$ cat config.mk
export PLATFORM = sky130hd
export DESIGN_NAME = fp_normalize_round
export DESIGN_NICKNAME = d
export VERILOG_FILES = /design/src/rtl/fp_normalize_round.sv
export SDC_FILE = /design/constraint.sdc
export NUM_CORES = 1
export LEC_CHECK = 0
export ABC_AREA = 1
export CAP_MARGIN = 20
export CORE_AREA = 2 2 157 82
export DETAILED_ROUTE_END_ITERATION = 7
export DIE_AREA = 0 0 159 84
export HOLD_SLACK_MARGIN = 0.05
export PLACE_DENSITY = 0.69
export SLEW_MARGIN = 10
export SYNTH_ARGS = -nofsm -noshare
export SYNTH_HDL_FRONTEND = slang
export SYNTH_SLANG_ARGS = --single-unit
export TNS_END_PERCENT = 20
$ cat constraint.sdc
create_clock -name clk -period 2.4 [get_ports clk]
set_input_delay 0.48 -clock clk [delete_from_list [all_inputs] [get_ports clk]]
set_output_delay 0.48 -clock clk [all_outputs]
set_load 0.005 [all_outputs]
$ cat src/rtl/fp_normalize_round.sv
// Normalize/round stage behind the binary32 adder datapath.
// Iterative left-normalize, RNE rounding, IEEE pack with status flags.
module fp_normalize_round #(
  parameter int EXP_W  = 8,
  parameter int FRAC_W = 23,
  localparam int M     = FRAC_W + 5,
  localparam int W     = 1 + EXP_W + FRAC_W
) (
  input  logic             clk,
  input  logic             rst_n,
  input  logic             in_valid,
  output logic             in_ready,
  input  logic             in_sign,
  input  logic [EXP_W-1:0] in_exp,
  input  logic [M-1:0]     in_mant,
  output logic             out_valid,
  input  logic             out_ready,
  output logic [W-1:0]     out_result,
  output logic             out_overflow,
  output logic             out_underflow,
  output logic             out_zero
);

  typedef enum logic [2:0] {
    IDLE, CARRY, NORM, ROUND, DONE
  } state_t;

  localparam logic [EXP_W:0] EMAX = {1'b0, {EXP_W{1'b1}}};
  localparam logic [EXP_W:0] ONE  = {{EXP_W{1'b0}}, 1'b1};
  localparam logic [W-1:0]   QNAN =
    {1'b0, {EXP_W{1'b1}}, 1'b1, {(FRAC_W-1){1'b0}}};

  state_t            state_q, state_d;
  logic              sign_q, sign_d;
  logic [EXP_W:0]    exp_q, exp_d;
  logic [M-1:0]      mant_q, mant_d;
  logic [W-1:0]      res_q, res_d;
  logic              ovf_q, ovf_d;
  logic              unf_q, unf_d;
  logic              zero_q, zero_d;

  logic [FRAC_W:0]   sig;
  logic              rnd_inc;
  logic [FRAC_W+1:0] rnd_sum;
  logic [EXP_W:0]    exp_inc;
  logic [EXP_W:0]    r_exp;
  logic [FRAC_W-1:0] r_frac;
  logic              r_hid;
  logic [W-1:0]      inf_res;

  assign sig     = mant_q[M-2:3];
  assign rnd_inc = mant_q[2] & (mant_q[1] | mant_q[0] | mant_q[3]);
  assign rnd_sum = {1'b0, sig} + {{(FRAC_W+1){1'b0}}, rnd_inc};
  assign exp_inc = exp_q + ONE;
  assign inf_res = {sign_q, {EXP_W{1'b1}}, {FRAC_W{1'b0}}};

  // Rounding carry past the hidden bit renormalizes by one place.
  always_comb begin
    if (rnd_sum[FRAC_W+1]) begin
      r_exp  = exp_inc;
      r_frac = rnd_sum[FRAC_W:1];
      r_hid  = 1'b1;
    end else begin
      r_exp  = exp_q;
      r_frac = rnd_sum[FRAC_W-1:0];
      r_hid  = rnd_sum[FRAC_W];
    end
  end

  always_comb begin
    state_d = state_q;
    sign_d  = sign_q;
    exp_d   = exp_q;
    mant_d  = mant_q;
    res_d   = res_q;
    ovf_d   = ovf_q;
    unf_d   = unf_q;
    zero_d  = zero_q;
    unique case (state_q)
      IDLE: begin
        if (in_valid) begin
          sign_d = in_sign;
          exp_d  = {1'b0, in_exp};
          mant_d = in_mant;
          ovf_d  = 1'b0;
          unf_d  = 1'b0;
          zero_d = 1'b0;
          if (&in_exp) begin
            state_d = DONE;
            if (|in_mant[M-3:3]) res_d = QNAN;
            else res_d = {in_sign, {EXP_W{1'b1}}, {FRAC_W{1'b0}}};
          end else if (in_mant == '0) begin
            state_d = DONE;
            res_d   = '0;
            zero_d  = 1'b1;
          end else if (in_mant[M-1]) begin
            state_d = CARRY;
          end else if (!in_mant[M-2]) begin
            state_d = NORM;
          end else begin
            state_d = ROUND;
          end
        end
      end
      CARRY: begin
        mant_d = {1'b0, mant_q[M-1:2], |mant_q[1:0]};
        exp_d  = exp_inc;
        if (exp_inc >= EMAX) begin
          state_d = DONE;
          res_d   = inf_res;
          ovf_d   = 1'b1;
        end else begin
          state_d = ROUND;
        end
      end
      NORM: begin
        if (!mant_q[M-2] && exp_q > ONE) begin
          mant_d = mant_q << 1;
          exp_d  = exp_q - ONE;
        end
        if (mant_d[M-2] || exp_d <= ONE) state_d = ROUND;
      end
      ROUND: begin
        state_d = DONE;
        if (r_exp >= EMAX) begin
          res_d = inf_res;
          ovf_d = 1'b1;
        end else begin
          res_d  = {sign_q, r_hid ? r_exp[EXP_W-1:0] : {EXP_W{1'b0}},
                    r_frac};
          unf_d  = !r_hid && (|r_frac);
          zero_d = !r_hid && !(|r_frac);
        end
      end
      DONE: begin
        if (out_ready) state_d = IDLE;
      end
      default: state_d = IDLE;
    endcase
  end

  always_ff @(posedge clk or negedge rst_n) begin
    if (!rst_n) begin
      state_q <= IDLE;
      sign_q  <= 1'b0;
      exp_q   <= '0;
      mant_q  <= '0;
      res_q   <= '0;
      ovf_q   <= 1'b0;
      unf_q   <= 1'b0;
      zero_q  <= 1'b0;
    end else begin
      state_q <= state_d;
      sign_q  <= sign_d;
      exp_q   <= exp_d;
      mant_q  <= mant_d;
      res_q   <= res_d;
      ovf_q   <= ovf_d;
      unf_q   <= unf_d;
      zero_q  <= zero_d;
    end
  end

  assign in_ready      = (state_q == IDLE);
  assign out_valid     = (state_q == DONE);
  assign out_result    = res_q;
  assign out_overflow  = ovf_q;
  assign out_underflow = unf_q;
  assign out_zero      = zero_q;

endmodule

==> results <==
- The flow ran to the end, and the final reports show no timing, DRC or antenna violations.
- The worst register-to-register path begins at mant_q[3].
- The number of DRC markers in iteration 0 is 717.
- For the final database, setup skew stands at 0.00620 ns.
- The number of clock sinks is 76.
- The later pin in the worst-skew pair is clocked with a latency of 0.34 ns.
- The power share of the combinational group is between 50 and 60%.
- The switching fraction of total power is 46.8%.
- The worst pin sits at a relative slew slack of 55.0%.
- The final cycle utilization of the critical path is 100%.
- Summed over its instances, the top area cell type makes up 34.5% of the synthesized netlist area.
- The fmax is approximately 420 MHz.
- The top fanout value on the critical path is 11.
- The cts-stage hold buffer count is 0.
- Ranked by instance count, the synthesized netlist is headed by 255 x sky130_fd_sc_hd__nand2_1, 95 x sky130_fd_sc_hd__inv_1, 76 x sky130_fd_sc_hd__dfrtp_1.
- The die footprint is 13400 sq um.
- The number of global-route vias before repair is about 5300.
- The count of antenna diodes in the layout is 0.
- The detailed router placed between 6000 and 7000 vias in this run.
- The first global-routing pass estimated 29600 um of wire.
- The die is about 84 um tall.
- The post-synthesis instance area is 5520 sq um.
- The layout net count is 1012.
- VDD sags by at most between 600 and 700 uV.
- The worst setup slack for register-to-register paths is about 0.00020 ns.
- The data arrival time of the worst path is 2.62 ns.
- The count of unresolved DRC violations after routing is 0.
- The top flip-flop cell by instance count after synthesis is sky130_fd_sc_hd__dfrtp_1.
- The non-filler instance count after layout is 1140.
- Yosys printed 0 warnings.
- The total overflow left after global routing is 0.
- Clock-pin slew was measured on the worst setup and hold paths at 0.06 ns.
- The initial cell density of the core is 45.3%.
- Global routing used between 20% and 30% of the available tracks across all layers.
- The worst register-to-register path ends at out_result[6].
- The final number of max-transition violations was 0.
- The final hold violation count was 0.
- The share of async-settable or async-resettable flops after synthesis is 100%.
- The TritonCTS clock tree is done.
- The H-tree level count is 3.
- The number of flops mapped to enable cells by yosys is 0.
- The ratio of routed vias to standard cells is 5.41.
- In this run the tool buffered the top-level ports with 77 buffer cells.
- The worst path in the final design needs a cycle of 2.40 ns, including I/O delays and setup.
- The library cell with the largest summed area after synthesis is sky130_fd_sc_hd__dfrtp_1.
- After synthesis, the cell types taking the most area are sky130_fd_sc_hd__dfrtp_1 34%, sky130_fd_sc_hd__nand2_1 17%, sky130_fd_sc_hd__inv_1 6.5%.
- On the critical path, the stage with the largest delay is an instance of sky130_fd_sc_hd__dfrtp_1.
- The power per cell area is 1330 nW/um^2.
- The power dissipated by switching net loads is 0.00461 W.
- For the pin with the worst max-slew slack, the measured transition is 0.674 ns.
- The worst setup path is of the flip-flop to flip-flop kind.
- The clock network fraction of design power is 15.8%.
- The number of maximum-capacitance violations is 0.
- After detailed placement, the design holds a cell count of approximately 1100.
- The final routed wirelength across all metal layers is 18700 um.
- In the final layout, the share of cells above drive strength 1 is approximately 14%.
- The wire length per cell is 16.4 um.
- The die width is 159 um.
- After floorplanning, the core was divided into 29 placement rows.
- The buffer type at the clock tree root is sky130_fd_sc_hd__clkbuf_16.
- The total area inside the core boundary comes to roughly 12000 sq um.
- The largest single stage delay on the critical path is approximately 0.37 ns.
- The most common cell in the synthesized netlist is sky130_fd_sc_hd__nand2_1.
- The number of nets with antenna violations after detailed routing is 0.
- The class of the most critical hold timing path is primary input to asynchronous set/reset pin.
- Cell internal power was estimated by the tool at 0.00523 W.
- The signal on the critical path passes through nand2_2, inv_2, ha_4, nand2_2, nor2_4, nand3_4, nor2_8, buf_6, nand3_1, nand2_1, nand2_1, nor2_4, buf_4, a21boi_4, buf_12, o211ai_1, nand2_1.
- At the placement stage, the worst setup path has a slack of -0.114 ns.
- The total power draw is just under 0.01 W.
- The startpoint type of the worst setup path is a flip-flop.
- No sink is reached through more buffers than the 2 on the longest clock path.
- The register area share after synthesis is 34.5%.
- The count of distinct cell types in the synthesized netlist is 44.
- In this design, the critical path's most frequently occurring cell is sky130_fd_sc_hd__nand2_1.
- The number of nets handed over by synthesis was 879.
- The analysis attributes to cell leakage a power of 3.66 nW.
- Setup slack on the critical path of the routed design comes to 0.000200 ns.
- Cells fill 60.8% of the core in the end.
- The final setup violation count is 0.
- Counting every instance in the synthesized netlist gives roughly 830.
- Setup repair after global routing could not meet its margin everywhere.
- The critical path data required time is 2.62 ns.
- The number of cells on the worst reg-to-reg path is 17.
- The initial antenna violation count is 0.
- From synthesis to final layout, the design area changed by 34.2%.
- The share of power burned in registers is 24.2%.
- Counting the buffers created by CTS gives 9.
- Detailed placement finished with a half-perimeter wire length of 14400 um.
- Entering global routing, the biggest net connects 54 pins.
- STA classifies the critical path endpoint as a flip-flop.
- The per-instance average area after synthesis is 6.63 sq um.
- After synthesis the netlist holds a flip-flop and latch count of 76.
- The top-level port count is 78.
- The number of iterations in the first detailed-routing pass is 5.
- The congestion estimate from routability-driven global placement came to 0.994.
[sequential cells by signal, indices dropped and copies added, names as in the netlist]
register / count
sign_q: 1
out_overflow: 1
mant_q: 28
state_q: 3
exp_q: 9
out_result: 32
out_underflow: 1
out_zero: 1
[worst max-delay path, delay by kind of cell, from the launching register on]
family / cells / cell delay (ns)
buffers and inverters: 4 / 0.50
adder cells (fa/ha/maj): 1 / 0.13
AO/OA/AOI/OAI: 2 / 0.15
flip-flops: 1 / 0.37
AND/OR/NAND/NOR: 10 / 1.12
[through the flow]
stage | setup TNS (ns) | area [sq um] | hold slack [ns]
detailed placement | -2.25 | 6820 | 0.469
global route | -2.62 | 7410 | 0.235
finish | 0 | 7410 | 0.185
CTS | -0.439 | 7180 | 0.206
floorplan | 0 | 5520 | 0.184
global placement | -2.34 | 6820 | 0.469
[worst max path at each step]
| stage | from | to | depth (start not counted) |
|---|---|---|---|
| 3_3_place_gp | in_mant[27] | out_result[22] | 10 |
| 5_1_grt | mant_q[2] | out_result[3] | 17 |
| 4_1_cts | mant_q[2] | out_result[13] | 12 |
| 6_report | mant_q[3] | out_result[6] | 17 |
| 2_1_floorplan | mant_q[2] | out_underflow | 16 |
| 3_5_place_dp | in_mant[27] | out_result[22] | 10 |
[timing repair]
action | 4_1_cts | 5_1_grt
endpoints found under the setup margin | 25 | 37
setup buffers | 0 | 16
pin swaps | 2 | 14
gates resized for setup | 3 | 23
gates cloned | 1 | 0
endpoints found under the hold margin | 0 | 0
[cell type report]
type | count | area, sq um
Clock buffer | 9 | 225
Sequential cell | 76 | 1900
Inverter | 102 | 383
Timing Repair Buffer | 152 | 1390
Tap cell | 170 | 213
Clock inverter | 6 | 113
Fill cell | 1176 | 4780
Multi-Input combinational cell | 625 | 3180
[power by group through the flow]
stage | Combinational [W] | Clock [W] | Sequential [W]
4_1_cts | 0.00555 | 0.00157 | 0.00236
3_3_place_gp | 0.00548 | 0 | 0.00237
2_1_floorplan | 0.00329 | 0 | 0.00231
6_report | 0.00590 | 0.00156 | 0.00239
3_5_place_dp | 0.00550 | 0 | 0.00237
5_1_grt | 0.00648 | 0.00164 | 0.00246
[cells by family after synthesis]
group                    count (synthesis)  synth area share, %
AND/OR/NAND/NOR                        453                 35.9
buffers and inverters                  133                 9.61
XOR/XNOR                                16                 2.54
flip-flops                              76                 34.5
AO/OA/AOI/OAI                          150                 16.4
adder cells (fa/ha/maj)                  5                 1.13
[placed cells by master, fill, tap and decap left out, types with 4 or more instances in the layout]
master | synthesis | routed
sky130_fd_sc_hd__clkbuf_16 | 0 | 9
sky130_fd_sc_hd__nand2_1 | 255 | 248
sky130_fd_sc_hd__buf_4 | 1 | 70
sky130_fd_sc_hd__dfrtp_1 | 76 | 74
sky130_fd_sc_hd__nor2_4 | 4 | 6
sky130_fd_sc_hd__nand2_2 | 4 | 11
sky130_fd_sc_hd__clkdlybuf4s50_1 | 0 | 76
sky130_fd_sc_hd__inv_1 | 95 | 94
sky130_fd_sc_hd__nand3_2 | 2 | 4
sky130_fd_sc_hd__inv_2 | 6 | 7
sky130_fd_sc_hd__nor2_1 | 68 | 67
sky130_fd_sc_hd__xor2_1 | 16 | 16
sky130_fd_sc_hd__nand4_1 | 22 | 22
sky130_fd_sc_hd__a21oi_1 | 23 | 23
sky130_fd_sc_hd__a21boi_1 | 9 | 9
sky130_fd_sc_hd__o22ai_1 | 20 | 20
sky130_fd_sc_hd__o211ai_1 | 9 | 9
sky130_fd_sc_hd__ha_1 | 5 | 4
sky130_fd_sc_hd__nand3_1 | 63 | 61
sky130_fd_sc_hd__buf_12 | 0 | 4
sky130_fd_sc_hd__nor3_1 | 21 | 21
sky130_fd_sc_hd__o21ai_0 | 64 | 64
[layer usage]
layer,vias up,GRT usage (%),wire length (um)
met1,2755,46.7,9570
met3,9,10.1,2560
met2,383,33.6,6520
li1,3023,-,-
met4,0,3.55,82
met5,-,0,0
Power figures use the tool's default switching activity.
